===== src/rtl/qea_host_sequencer_if.sv =====
// Host-side stream bundle for the QEA sequencer: context and
// initial-state streams in, result-row stream out.
interface qea_host_sequencer_if #(
    parameter int PE_NUM                  = 4,
    parameter int STATE_DATA_WIDTH        = 64,
    parameter int GATE_CONTEXT_DATA_WIDTH = 64
);
    localparam int RW = PE_NUM * STATE_DATA_WIDTH;

    logic                               s_ctx_valid;
    logic                               s_ctx_ready;
    logic [GATE_CONTEXT_DATA_WIDTH-1:0] s_ctx_data;
    logic                               s_st_valid;
    logic                               s_st_ready;
    logic [RW-1:0]                      s_st_data;
    logic                               m_st_valid;
    logic                               m_st_ready;
    logic [RW-1:0]                      m_st_data;

    modport master (
        output s_ctx_valid, s_ctx_data,
        input  s_ctx_ready,
        output s_st_valid, s_st_data,
        input  s_st_ready,
        input  m_st_valid, m_st_data,
        output m_st_ready
    );

    modport slave (
        input  s_ctx_valid, s_ctx_data,
        output s_ctx_ready,
        input  s_st_valid, s_st_data,
        output s_st_ready,
        output m_st_valid, m_st_data,
        input  m_st_ready
    );
endinterface


===== src/rtl/qea_host_sequencer.sv =====
// Host-side initiator for QEA: loads context/state RAMs, starts the
// core, times execution and streams the final state rows back out.
module qea_host_sequencer #(
    parameter int PE_NUM                  = 4,
    parameter int PE_NUM_WIDTH            = 2,
    parameter int STATE_DATA_WIDTH        = 64,
    parameter int STATE_ADDR_WIDTH        = 16,
    parameter int GATE_CONTEXT_DATA_WIDTH = 64,
    parameter int GATE_CONTEXT_ADDR_WIDTH = 16,
    parameter int MAX_QBIT_WIDTH          = 6,
    parameter int READ_LATENCY            = 2
) (
    input  logic                               clk,
    input  logic                               rst_n,
    input  logic                               i_go,
    input  logic [MAX_QBIT_WIDTH-1:0]          i_qbit_num,
    input  logic [GATE_CONTEXT_ADDR_WIDTH-1:0] i_ins_num,
    qea_host_sequencer_if.slave                host,
    output logic                               o_qea_start,
    output logic [MAX_QBIT_WIDTH-1:0]          o_qea_qbit_num,
    output logic                               o_ctx_en,
    output logic                               o_ctx_wea,
    output logic [GATE_CONTEXT_ADDR_WIDTH-1:0] o_ctx_addr,
    output logic [GATE_CONTEXT_DATA_WIDTH-1:0] o_ctx_data,
    output logic [PE_NUM-1:0]                  o_state_ena,
    output logic [PE_NUM-1:0]                  o_state_wea,
    output logic [STATE_ADDR_WIDTH-1:0]        o_state_addra,
    output logic [PE_NUM*STATE_DATA_WIDTH-1:0] o_state_dina,
    input  logic                               i_qea_complete,
    input  logic [PE_NUM*STATE_DATA_WIDTH-1:0] i_qea_state_dout,
    output logic                               o_busy,
    output logic                               o_done,
    output logic [31:0]                        o_exec_cycles
);
    localparam int RW    = PE_NUM * STATE_DATA_WIDTH;
    localparam int DEPTH = READ_LATENCY + 1;
    localparam int PW    = (DEPTH > 1) ? $clog2(DEPTH) : 1;
    localparam int CW    = $clog2(DEPTH + 1);
    localparam int OW    = CW + 1;
    localparam int CAW   = GATE_CONTEXT_ADDR_WIDTH;
    localparam int SAW   = STATE_ADDR_WIDTH;

    typedef enum logic [2:0] {
        S_IDLE,
        S_LOAD_CTX,
        S_LOAD_ST,
        S_START,
        S_RUN,
        S_DRAIN,
        S_DONE
    } state_e;

    state_e                    state_q, state_d;
    logic [MAX_QBIT_WIDTH-1:0] qbit_q, qbit_d;
    logic [CAW-1:0]            ins_q, ins_d;
    logic [SAW-1:0]            last_q, last_d;
    logic [CAW-1:0]            ctx_k_q, ctx_k_d;
    logic [SAW-1:0]            ld_row_q, ld_row_d;
    logic [SAW-1:0]            rd_addr_q, rd_addr_d;
    logic                      rd_all_q, rd_all_d;
    logic [SAW-1:0]            out_row_q, out_row_d;
    logic [31:0]               exec_q, exec_d;
    logic                      first_q, first_d;
    logic                      start_q, start_d;
    logic                      busy_q, busy_d;
    logic                      done_q, done_d;
    logic [READ_LATENCY-1:0]   pipe_q, pipe_d;
    logic [RW-1:0]             mem_q [DEPTH];
    logic [RW-1:0]             mem_d [DEPTH];
    logic [PW-1:0]             wptr_q, wptr_d;
    logic [PW-1:0]             rptr_q, rptr_d;
    logic [CW-1:0]             cnt_q, cnt_d;

    logic                      ctx_hs;
    logic                      st_hs;
    logic                      push;
    logic                      pop;
    logic                      issue;
    logic [CW-1:0]             inflight;
    logic [OW-1:0]             occ;
    logic [MAX_QBIT_WIDTH-1:0] shift;
    logic [SAW-1:0]            go_last;

    function automatic logic [PW-1:0] ptr_inc(input logic [PW-1:0] p);
        return (p == PW'(DEPTH - 1)) ? '0 : p + 1'b1;
    endfunction

    assign ctx_hs = (state_q == S_LOAD_CTX) && host.s_ctx_valid;
    assign st_hs  = (state_q == S_LOAD_ST) && host.s_st_valid;
    assign push   = pipe_q[READ_LATENCY-1];
    assign pop    = (cnt_q != '0) && host.m_st_ready;

    // A read may issue only if every row in flight, plus this one,
    // is guaranteed a FIFO slot after this cycle's pop.
    always_comb begin
        inflight = '0;
        for (int i = 0; i < READ_LATENCY; i++) begin
            inflight = inflight + CW'(pipe_q[i]);
        end
        occ   = OW'(cnt_q) + OW'(inflight) - OW'(pop);
        issue = (state_q == S_DRAIN) && !rd_all_q
                && (occ < OW'(DEPTH));
    end

    always_comb begin
        shift   = i_qbit_num - MAX_QBIT_WIDTH'(PE_NUM_WIDTH);
        go_last = '0;
        if (i_qbit_num >= MAX_QBIT_WIDTH'(PE_NUM_WIDTH)) begin
            go_last = ~({SAW{1'b1}} << shift);
        end
    end

    always_comb begin
        state_d   = state_q;
        qbit_d    = qbit_q;
        ins_d     = ins_q;
        last_d    = last_q;
        ctx_k_d   = ctx_k_q;
        ld_row_d  = ld_row_q;
        rd_addr_d = rd_addr_q;
        rd_all_d  = rd_all_q;
        out_row_d = out_row_q;
        exec_d    = exec_q;
        first_d   = first_q;

        case (state_q)
            S_IDLE: begin
                if (i_go) begin
                    qbit_d    = i_qbit_num;
                    ins_d     = i_ins_num;
                    last_d    = go_last;
                    ctx_k_d   = '0;
                    ld_row_d  = '0;
                    rd_addr_d = '0;
                    rd_all_d  = 1'b0;
                    out_row_d = '0;
                    exec_d    = '0;
                    state_d   = (i_ins_num == '0) ? S_LOAD_ST : S_LOAD_CTX;
                end
            end
            S_LOAD_CTX: begin
                if (ctx_hs) begin
                    ctx_k_d = ctx_k_q + 1'b1;
                    if (ctx_k_q == ins_q - CAW'(1)) begin
                        state_d = S_LOAD_ST;
                    end
                end
            end
            S_LOAD_ST: begin
                if (st_hs) begin
                    ld_row_d = ld_row_q + 1'b1;
                    if (ld_row_q == last_q) begin
                        state_d = S_START;
                    end
                end
            end
            S_START: begin
                exec_d  = '0;
                first_d = 1'b1;
                state_d = S_RUN;
            end
            S_RUN: begin
                first_d = 1'b0;
                if (!first_q && i_qea_complete) begin
                    state_d = S_DRAIN;
                end else begin
                    exec_d = exec_q + 32'd1;
                end
            end
            S_DRAIN: begin
                if (issue) begin
                    rd_addr_d = rd_addr_q + 1'b1;
                    if (rd_addr_q == last_q) begin
                        rd_all_d = 1'b1;
                    end
                end
                if (pop) begin
                    out_row_d = out_row_q + 1'b1;
                    if (out_row_q == last_q) begin
                        state_d = S_DONE;
                    end
                end
            end
            S_DONE: begin
                state_d = S_IDLE;
            end
            default: begin
                state_d = S_IDLE;
            end
        endcase

        start_d = (state_d == S_START);
        done_d  = (state_d == S_DONE);
        busy_d  = (state_d != S_IDLE) && (state_d != S_DONE);
    end

    always_comb begin
        pipe_d[0] = issue;
        for (int i = 1; i < READ_LATENCY; i++) begin
            pipe_d[i] = pipe_q[i-1];
        end
        mem_d = mem_q;
        if (push) begin
            mem_d[wptr_q] = i_qea_state_dout;
        end
        wptr_d = push ? ptr_inc(wptr_q) : wptr_q;
        rptr_d = pop ? ptr_inc(rptr_q) : rptr_q;
        cnt_d  = cnt_q + CW'(push) - CW'(pop);
    end

    always_ff @(posedge clk or negedge rst_n) begin
        if (!rst_n) begin
            state_q   <= S_IDLE;
            qbit_q    <= '0;
            ins_q     <= '0;
            last_q    <= '0;
            ctx_k_q   <= '0;
            ld_row_q  <= '0;
            rd_addr_q <= '0;
            rd_all_q  <= 1'b0;
            out_row_q <= '0;
            exec_q    <= '0;
            first_q   <= 1'b0;
            start_q   <= 1'b0;
            busy_q    <= 1'b0;
            done_q    <= 1'b0;
            pipe_q    <= '0;
            wptr_q    <= '0;
            rptr_q    <= '0;
            cnt_q     <= '0;
            for (int i = 0; i < DEPTH; i++) begin
                mem_q[i] <= '0;
            end
        end else begin
            state_q   <= state_d;
            qbit_q    <= qbit_d;
            ins_q     <= ins_d;
            last_q    <= last_d;
            ctx_k_q   <= ctx_k_d;
            ld_row_q  <= ld_row_d;
            rd_addr_q <= rd_addr_d;
            rd_all_q  <= rd_all_d;
            out_row_q <= out_row_d;
            exec_q    <= exec_d;
            first_q   <= first_d;
            start_q   <= start_d;
            busy_q    <= busy_d;
            done_q    <= done_d;
            pipe_q    <= pipe_d;
            wptr_q    <= wptr_d;
            rptr_q    <= rptr_d;
            cnt_q     <= cnt_d;
            for (int i = 0; i < DEPTH; i++) begin
                mem_q[i] <= mem_d[i];
            end
        end
    end

    assign host.s_ctx_ready = (state_q == S_LOAD_CTX);
    assign host.s_st_ready  = (state_q == S_LOAD_ST);
    assign host.m_st_valid  = (cnt_q != '0);
    assign host.m_st_data   = mem_q[rptr_q];

    // RAM write ports follow the handshake combinationally.
    assign o_ctx_en      = ctx_hs;
    assign o_ctx_wea     = ctx_hs;
    assign o_ctx_addr    = ctx_hs ? ctx_k_q : '0;
    assign o_ctx_data    = ctx_hs ? host.s_ctx_data : '0;
    assign o_state_ena   = {PE_NUM{st_hs | issue}};
    assign o_state_wea   = {PE_NUM{st_hs}};
    assign o_state_addra = st_hs ? ld_row_q : (issue ? rd_addr_q : '0);
    assign o_state_dina  = st_hs ? host.s_st_data : '0;

    assign o_qea_start    = start_q;
    assign o_qea_qbit_num = qbit_q;
    assign o_busy         = busy_q;
    assign o_done         = done_q;
    assign o_exec_cycles  = exec_q;
endmodule


===== src/flat_wrapper.sv =====
// flat-port wrapper written by rule: the top's interface ports become plain ports
module qea_host_sequencer_flat 
#(
    parameter int PE_NUM                  = 4,
    parameter int PE_NUM_WIDTH            = 2,
    parameter int STATE_DATA_WIDTH        = 64,
    parameter int STATE_ADDR_WIDTH        = 16,
    parameter int GATE_CONTEXT_DATA_WIDTH = 64,
    parameter int GATE_CONTEXT_ADDR_WIDTH = 16,
    parameter int MAX_QBIT_WIDTH          = 6,
    parameter int READ_LATENCY            = 2
)
  (clk, rst_n, i_go, i_qbit_num, i_ins_num, o_qea_start, o_qea_qbit_num, o_ctx_en, o_ctx_wea, o_ctx_addr, o_ctx_data, o_state_ena, o_state_wea, o_state_addra, o_state_dina, i_qea_complete, i_qea_state_dout, o_busy, o_done, o_exec_cycles, host_s_ctx_valid, host_s_ctx_data, host_s_ctx_ready, host_s_st_valid, host_s_st_data, host_s_st_ready, host_m_st_valid, host_m_st_data, host_m_st_ready);
  qea_host_sequencer_if #(.PE_NUM(PE_NUM), .STATE_DATA_WIDTH(STATE_DATA_WIDTH), .GATE_CONTEXT_DATA_WIDTH(GATE_CONTEXT_DATA_WIDTH)) host_i ();
  input  logic clk;
  input  logic rst_n;
  input  logic i_go;
  input  logic [MAX_QBIT_WIDTH-1:0] i_qbit_num;
  input  logic [GATE_CONTEXT_ADDR_WIDTH-1:0] i_ins_num;
  output logic o_qea_start;
  output logic [MAX_QBIT_WIDTH-1:0] o_qea_qbit_num;
  output logic o_ctx_en;
  output logic o_ctx_wea;
  output logic [GATE_CONTEXT_ADDR_WIDTH-1:0] o_ctx_addr;
  output logic [GATE_CONTEXT_DATA_WIDTH-1:0] o_ctx_data;
  output logic [PE_NUM-1:0] o_state_ena;
  output logic [PE_NUM-1:0] o_state_wea;
  output logic [STATE_ADDR_WIDTH-1:0] o_state_addra;
  output logic [PE_NUM*STATE_DATA_WIDTH-1:0] o_state_dina;
  input  logic i_qea_complete;
  input  logic [PE_NUM*STATE_DATA_WIDTH-1:0] i_qea_state_dout;
  output logic o_busy;
  output logic o_done;
  output logic [31:0] o_exec_cycles;
  input wire logic [$bits(host_i.s_ctx_valid)-1:0] host_s_ctx_valid;
  input wire logic [$bits(host_i.s_ctx_data)-1:0] host_s_ctx_data;
  output wire logic [$bits(host_i.s_ctx_ready)-1:0] host_s_ctx_ready;
  input wire logic [$bits(host_i.s_st_valid)-1:0] host_s_st_valid;
  input wire logic [$bits(host_i.s_st_data)-1:0] host_s_st_data;
  output wire logic [$bits(host_i.s_st_ready)-1:0] host_s_st_ready;
  output wire logic [$bits(host_i.m_st_valid)-1:0] host_m_st_valid;
  output wire logic [$bits(host_i.m_st_data)-1:0] host_m_st_data;
  input wire logic [$bits(host_i.m_st_ready)-1:0] host_m_st_ready;
  assign host_i.s_ctx_valid = host_s_ctx_valid;
  assign host_i.s_ctx_data = host_s_ctx_data;
  assign host_s_ctx_ready = host_i.s_ctx_ready;
  assign host_i.s_st_valid = host_s_st_valid;
  assign host_i.s_st_data = host_s_st_data;
  assign host_s_st_ready = host_i.s_st_ready;
  assign host_m_st_valid = host_i.m_st_valid;
  assign host_m_st_data = host_i.m_st_data;
  assign host_i.m_st_ready = host_m_st_ready;
  qea_host_sequencer #(.PE_NUM(PE_NUM), .PE_NUM_WIDTH(PE_NUM_WIDTH), .STATE_DATA_WIDTH(STATE_DATA_WIDTH), .STATE_ADDR_WIDTH(STATE_ADDR_WIDTH), .GATE_CONTEXT_DATA_WIDTH(GATE_CONTEXT_DATA_WIDTH), .GATE_CONTEXT_ADDR_WIDTH(GATE_CONTEXT_ADDR_WIDTH), .MAX_QBIT_WIDTH(MAX_QBIT_WIDTH), .READ_LATENCY(READ_LATENCY)) u_core (.clk(clk), .rst_n(rst_n), .i_go(i_go), .i_qbit_num(i_qbit_num), .i_ins_num(i_ins_num), .host(host_i), .o_qea_start(o_qea_start), .o_qea_qbit_num(o_qea_qbit_num), .o_ctx_en(o_ctx_en), .o_ctx_wea(o_ctx_wea), .o_ctx_addr(o_ctx_addr), .o_ctx_data(o_ctx_data), .o_state_ena(o_state_ena), .o_state_wea(o_state_wea), .o_state_addra(o_state_addra), .o_state_dina(o_state_dina), .i_qea_complete(i_qea_complete), .i_qea_state_dout(i_qea_state_dout), .o_busy(o_busy), .o_done(o_done), .o_exec_cycles(o_exec_cycles));
endmodule

===== config.mk =====
export PLATFORM = sky130hd
export DESIGN_NAME = qea_host_sequencer_flat
export DESIGN_NICKNAME = d
export VERILOG_FILES = /design/src/rtl/qea_host_sequencer_if.sv /design/src/rtl/qea_host_sequencer.sv /design/src/flat_wrapper.sv
export SDC_FILE = /design/constraint.sdc
export NUM_CORES = 2
export LEC_CHECK = 0
export CELL_PAD_IN_SITES_DETAIL_PLACEMENT = 0
export CELL_PAD_IN_SITES_GLOBAL_PLACEMENT = 1
export CORE_AREA = 2 2 499 501
export CTS_BUF_LIST = sky130_fd_sc_hd__clkbuf_4 sky130_fd_sc_hd__clkbuf_8
export CTS_CLUSTER_SIZE = 25
export DETAILED_ROUTE_END_ITERATION = 12
export DIE_AREA = 0 0 501 503
export HOLD_SLACK_MARGIN = 0.05
export PLACE_DENSITY = 0.53
export SLEW_MARGIN = 25
export SYNTH_ARGS = -nofsm -noshare
export SYNTH_HDL_FRONTEND = slang
export SYNTH_SLANG_ARGS = --single-unit

===== constraint.sdc =====
create_clock -name clk -period 5.95 [get_ports clk]
set_clock_uncertainty 0.05 [all_clocks]
set_input_delay 0.595 -clock clk [delete_from_list [all_inputs] [get_ports clk]]
set_output_delay 0.595 -clock clk [all_outputs]
set_load 0.03 [all_outputs]

After elaboration in Yosys (flattened, before gate mapping)

Index checks and enable logic that the tools add are counted.

Logic and storage cells: 133
Register bits after elaboration: 918

Reduce and logical (&&, ||, !) cells: 26
Magnitude comparators: 5
Add/subtract/negate cells: 14
Equality and inequality tests: 21
Bitwise logic cells: 4
Shifts and indexed selects: 1
Muxes and demuxes: 41

Operators with widths:

| cell                                                                   | count |
|---|---|
| 256-bit 2-to-1 mux                                                     | 4 |
| 768-bit bitwise mux                                                    | 1 |
| 256-bit binary-select mux with 2-bit select                            | 1 |
| 256-bit demux with 2-bit select                                        | 1 |
| 16-bit 2-to-1 mux                                                      | 9 |
| 16-bit one-hot mux with 2 select lines                                 | 4 |
| 32-bit one-hot mux with 3 select lines                                 | 1 |
| 16-bit by 1-bit adder with 16-bit output (second input constant)       | 4 |
| 16-bit equality test                                                   | 4 |
| 32-bit 2-to-1 mux                                                      | 2 |
| 64-bit 2-to-1 mux                                                      | 1 |
| 32-bit by 1-bit adder with 32-bit output (second input constant)       | 1 |
| 3-bit 2-to-1 mux                                                       | 8 |
| 3-bit one-hot mux with 6 select lines                                  | 1 |
| 16-bit logical NOT                                                     | 1 |
| 16-bit inverter                                                        | 1 |
| 16-bit by 6-bit << shifter with 16-bit output (first input constant)   | 1 |
| 16-bit by 1-bit subtractor with 16-bit output (second input constant)  | 1 |
| 3-bit AND reduction                                                    | 5 |
| 2-bit nonzero test                                                     | 5 |
| 3-bit by 2-bit equality test with 1-bit output (second input constant) | 3 |
| 3-bit equality test (second input constant)                            | 3 |
| 1-bit logical AND                                                      | 8 |
| 2-bit by 1-bit != test with 1-bit output (second input constant)       | 4 |
| 25 further kinds                                                       | 38 |

Longest topological paths before layout

Word-level depth: 7
Depth in mapped cells: 12
Mapped depth without buffers: 12

Worst setup path before layout

Ideal clock, no wire load.

Path type: input-to-output
Start point: in host_m_st_ready
End point: out o_state_ena[1]
Stages: 11
Slack: 1.899 ns
Arrival: 3.406 ns
Required time: 5.305 ns
Path through: o21ai_1 -> inv_1 -> ha_1 -> fa_1 -> fa_1 -> xnor2_1 -> o211ai_1 -> nor2_1 -> clkbuf_1 -> or2_2 -> buf_4

Word-level cells in the longest chain between the ends: 5

Ends and longest elaborated chain:

| what                                          | RTL line                  | RTL |
|---|---|---|
| start: declaration                            | flat_wrapper.sv:43        | `input wire logic [$bits(host_i.m_st_ready)-1:0] host_m_st_ready;` |
| 1-bit logical AND                             | qea_host_sequencer.sv:91  | `assign pop = (cnt_q != '0) && host.m_st_ready;` |
| via u_core.pop                                | qea_host_sequencer.sv:77  | `logic pop;` |
| 3-bit by 1-bit subtractor with 3-bit output   | qea_host_sequencer.sv:100 | `occ = OW'(cnt_q) + OW'(inflight) - OW'(pop);` |
| 3-bit by 2-bit < comparator with 1-bit output | qea_host_sequencer.sv:102 | `&& (occ < OW'(DEPTH));` |
| 1-bit logical AND                             | qea_host_sequencer.sv:102 |  |
| 1-bit bitwise OR                              | qea_host_sequencer.sv:269 | `assign o_state_ena = {PE_NUM{st_hs \| issue}};` |
| end: declaration                              | flat_wrapper.sv:26        | `output logic [PE_NUM-1:0] o_state_ena;` |

The timed path passes the listed nets, and every way through them passes these cells.

Final worst setup path

Start point: reg u_core.cnt_q[1]
End point: out o_state_addra[12]

Word-level cells in the longest chain between the ends: 7
Elaborated cells between the ends (all ways): 8
Classes of those cells: 2 x add/sub; 1 x order compare; 2 x mux; 3 x reduce/logical

Ends and longest elaborated chain:

| what                                          | RTL line                  | RTL |
|---|---|---|
| start: declaration                            | qea_host_sequencer.sv:72  | `logic [CW-1:0] cnt_q, cnt_d;` |
| start signal: assignment                      | qea_host_sequencer.sv:252 | `cnt_q <= cnt_d;` |
| 2-bit nonzero test                            | qea_host_sequencer.sv:91  |  |
| 1-bit logical AND                             | qea_host_sequencer.sv:91  |  |
| via u_core.pop                                | qea_host_sequencer.sv:77  |  |
| 3-bit by 1-bit subtractor with 3-bit output   | qea_host_sequencer.sv:100 |  |
| 3-bit by 2-bit < comparator with 1-bit output | qea_host_sequencer.sv:102 |  |
| 1-bit logical AND                             | qea_host_sequencer.sv:102 |  |
| 16-bit 2-to-1 mux (2 in a row)                | qea_host_sequencer.sv:271 | `assign o_state_addra = st_hs ? ld_row_q : (issue ? rd_addr_q : '0);` |
| end: declaration                              | flat_wrapper.sv:28        | `output logic [STATE_ADDR_WIDTH-1:0] o_state_addra;` |

The timed path passes the listed nets, and every way through them passes these cells.

==> flow_summary.json <==
{
  "worst_hold_slack_ns": 0.2217,
  "cts_buffer_depth": 3,
  "via_per_inst": 4.206,
  "max-slew-margin-rel_pct": 17.88,
  "post-cts-setup-buffer-count": 0,
  "netlist_area_um2": 44050,
  "dp_hpwl_mm": 204.8,
  "die_height_um": 503,
  "r2r_end": "u_core.rd_addr_q[15]",
  "avgSynthCellArea_um2": 11.58,
  "drt_iter0_drc": 2304,
  "max-vdd-ir-drop_mv": 0.2614,
  "initial_core_util_pct": 17.83,
  "reg2regPathDepth": 13,
  "worstPathArrival_ns": 4.80,
  "netlist.area_leader.share_pct": 52.14,
  "r2r-start": "u_core.cnt_q[1]",
  "grt_busiest_layer": "met1",
  "syn-num-nets": 4421,
  "met3_usage_pct": 10.01,
  "ys_seq_elements": 918,
  "clk_latency_ns": 0.96,
  "power.density_nw_per_um2": 399.1,
  "h-tree-depth": 4,
  "synth_edf_count": 0,
  "die-width_um": 501,
  "cts_tree": "built",
  "cts_buffers": 178,
  "async_flop_share_pct": 100.0,
  "status": "finished clean",
  "ant_nets": 0,
  "hold_viol": 0,
  "coreArea_um2": 247100,
  "fillCellCount": 25930,
  "setup_viol": 0,
  "grt_pass1_vias": 35830,
  "gp_congestion": 0.9894,
  "synthTopCellsByArea": "dfrtp_1 52%, mux2_2 20%, mux2i_1 5.9%",
  "grt_max_degree": 147,
  "slew_violations": 0,
  "numClockSinks": 918,
  "synth_compound_area_share_pct": 4.766,
  "crit_type": "flip-flop to output port",
  "fin_area_um2": 65190,
  "synthSimpleGateAreaFrac_pct": 11.21,
  "grtUsageMet2_pct": 27.33,
  "rows": 183,
  "fin_setup_tns_ns": 0,
  "port_buffers": 1266,
  "fin_nets": 5627,
  "synth_most_common_cell": "dfrtp_1",
  "synth.distinct_cells": 59,
  "synth_xor_area_share_pct": 2.922,
  "final_util_pct": 26.39,
  "dieArea_um2": 252000,
  "syn_to_final_growth_pct": 47.97,
  "pre_cts_ws_ns": 0.9233,
  "ys.flop_type": "dfrtp_1",
  "worstHoldPathType": "input pin to asynchronous set/reset pin",
  "p_leak_nw": 27.49,
  "synth_top_family_by_area": "multiplexers",
  "cp_max_fo": 25,
  "ys_seq_area_share_pct": 52.14,
  "gr-usage-all-layers_pct": 20.09,
  "path_clk_slew_ns": 0.06,
  "cp-start-kind": "flip-flop",
  "min_period_ns": 5.445,
  "netlist_top_cells_count": "918 x dfrtp_1, 772 x mux2_2, 367 x nand2_1, 345 x and3_1, 301 x o21ai_0",
  "synth_fa_ha_area_share_pct": 0.3749,
  "r2r_slack_ns": 1.75,
  "max-cap-violations": 0,
  "grt_overflow": 0,
  "synth_cells": 3804,
  "yosysWarnings": 0,
  "dpl_cell_area_um2": 60410,
  "cts_root_buffer": "clkbuf_8",
  "drive_gt1_share_pct": 22.95,
  "finalWirelength_mm": 262.3,
  "drc": 0,
  "antenna_found_initial": 184,
  "first_pass_iters": 6,
  "grtUsageMet1_pct": 28.57,
  "cp-end-kind": "output port",
  "finalCritPeriodShare_pct": 91.51,
  "synth_mux_area_share_pct": 25.66,
  "io_pins": 1267,
  "fmax_ghz": 0.1837,
  "synth_largest_area_cell": "dfrtp_1",
  "critPathRequiredTime_ns": 5.31,
  "worstMarginPinSlew_ns": 1.228,
  "worst_slack_ns": 0.5049,
  "vias": 36290,
  "avgRoutedWirePerCell_um": 30.41,
  "rsz0062_at_grt": "no",
  "grt_pass1_wl_mm": 341.6
}
area by class of cell:
| cell class | count | area [µm²] | share of cell area [%] |
|---|---|---|---|
| tap | 3237 | 4050 | 6.213 |
| clock inverter | 36 | 573.1 | 0.8791 |
| multi-input combinational | 2553 | 19870 | 30.48 |
| inverter | 31 | 116.4 | 0.1785 |
| sequential | 918 | 22980 | 35.25 |
| clock buffer | 288 | 3588 | 5.505 |
| timing repair buffer | 1328 | 13420 | 20.59 |
| antenna | 236 | 590.6 | 0.9059 |
cells by family after synthesis:
logic type                 Yosys count
muxes                             1033
and+or+nand+nor                    982
DFF                                918
buffers and inverters              333
xor gates and xnor gates           147
adders and majority gates           12
AOI/OAI and AO/OA                  379
layout by cell type, fill, tap and decap left out, drive strengths merged, types with 19 or more instances in the layout:
cell type / n
a21oi: 19
xnor2: 81
nand4: 32
clkinv: 19
clkbuf: 288
a22o: 21
diode: 236
nor4: 24
mux2: 772
clkdlybuf4s50: 1264
xor2: 66
inv: 39
mux2i: 261
nand2: 367
nand3: 28
dfrtp: 918
o21ai: 303
buf: 62
nor2: 112
nor3: 20
and3: 345
state kept, by name (all words and copies together) (netlist names), 3 cells and up:
signal and cells:
u_core.mem_q 768, u_core.o_exec_cycles 32, u_core.ctx_k_q 16, u_core.ins_q 16, u_core.last_q 16, u_core.ld_row_q 16
u_core.out_row_q 16, u_core.rd_addr_q 16, u_core.o_qea_qbit_num 6, u_core.state_q 3
critical path, stage by stage, from the launching register on:
cell,delay [ns]
dfrtp_1,0.46
o21ai_2,0.31
inv_1,0.14
ha_1,0.34
fa_1,0.45
fa_1,0.42
xnor2_1,0.15
o211ai_1,0.16
nor2_2,0.10
buf_4,0.41
a22o_1,0.23
clkdlybuf4s50_1,0.68
through the flow:
step	instances	power, mW
after floorplan	3804	13.70
after CTS	8391	26.46
after global routing	8403	27.39
after detailed placement	8065	18.99
final	8627	26.02
after global placement	8065	18.93
per-layer routing:
metal  routed length (µm)  part of all wire (%)
met5                  777                  0.30
met4                 3456                   1.3
met3                28750                    11
met2               103900                    40
met1               125400                    48
timing repair:
item / 4_1_cts / 5_1_grt
hold buffers: 2 / 0
hold endpoints to repair: 67 / 0
resized for setup: 0 / 1
endpoints found under the setup margin: 0 / 2
power by group:
part           internal [mW]  leakage, nW  switching (mW)
clock network           4.18         2.19            3.07
registers               7.29         11.5           0.834
logic                   4.12         13.8            6.52
total                   15.6         27.5            10.4
how the worst max path moves through the flow:
stage	start	endpoint	cells after the start
global placement	host_m_st_ready	o_state_ena[1]	12
detailed placement	host_m_st_ready	o_state_addra[12]	12
CTS	u_core.cnt_q[1]	o_state_addra[12]	11
floorplan	host_m_st_ready	o_state_ena[1]	11
global route	u_core.cnt_q[1]	o_state_addra[12]	11
finish	u_core.cnt_q[1]	o_state_addra[12]	11
Note: power is estimated with default switching activity, not from simulation.
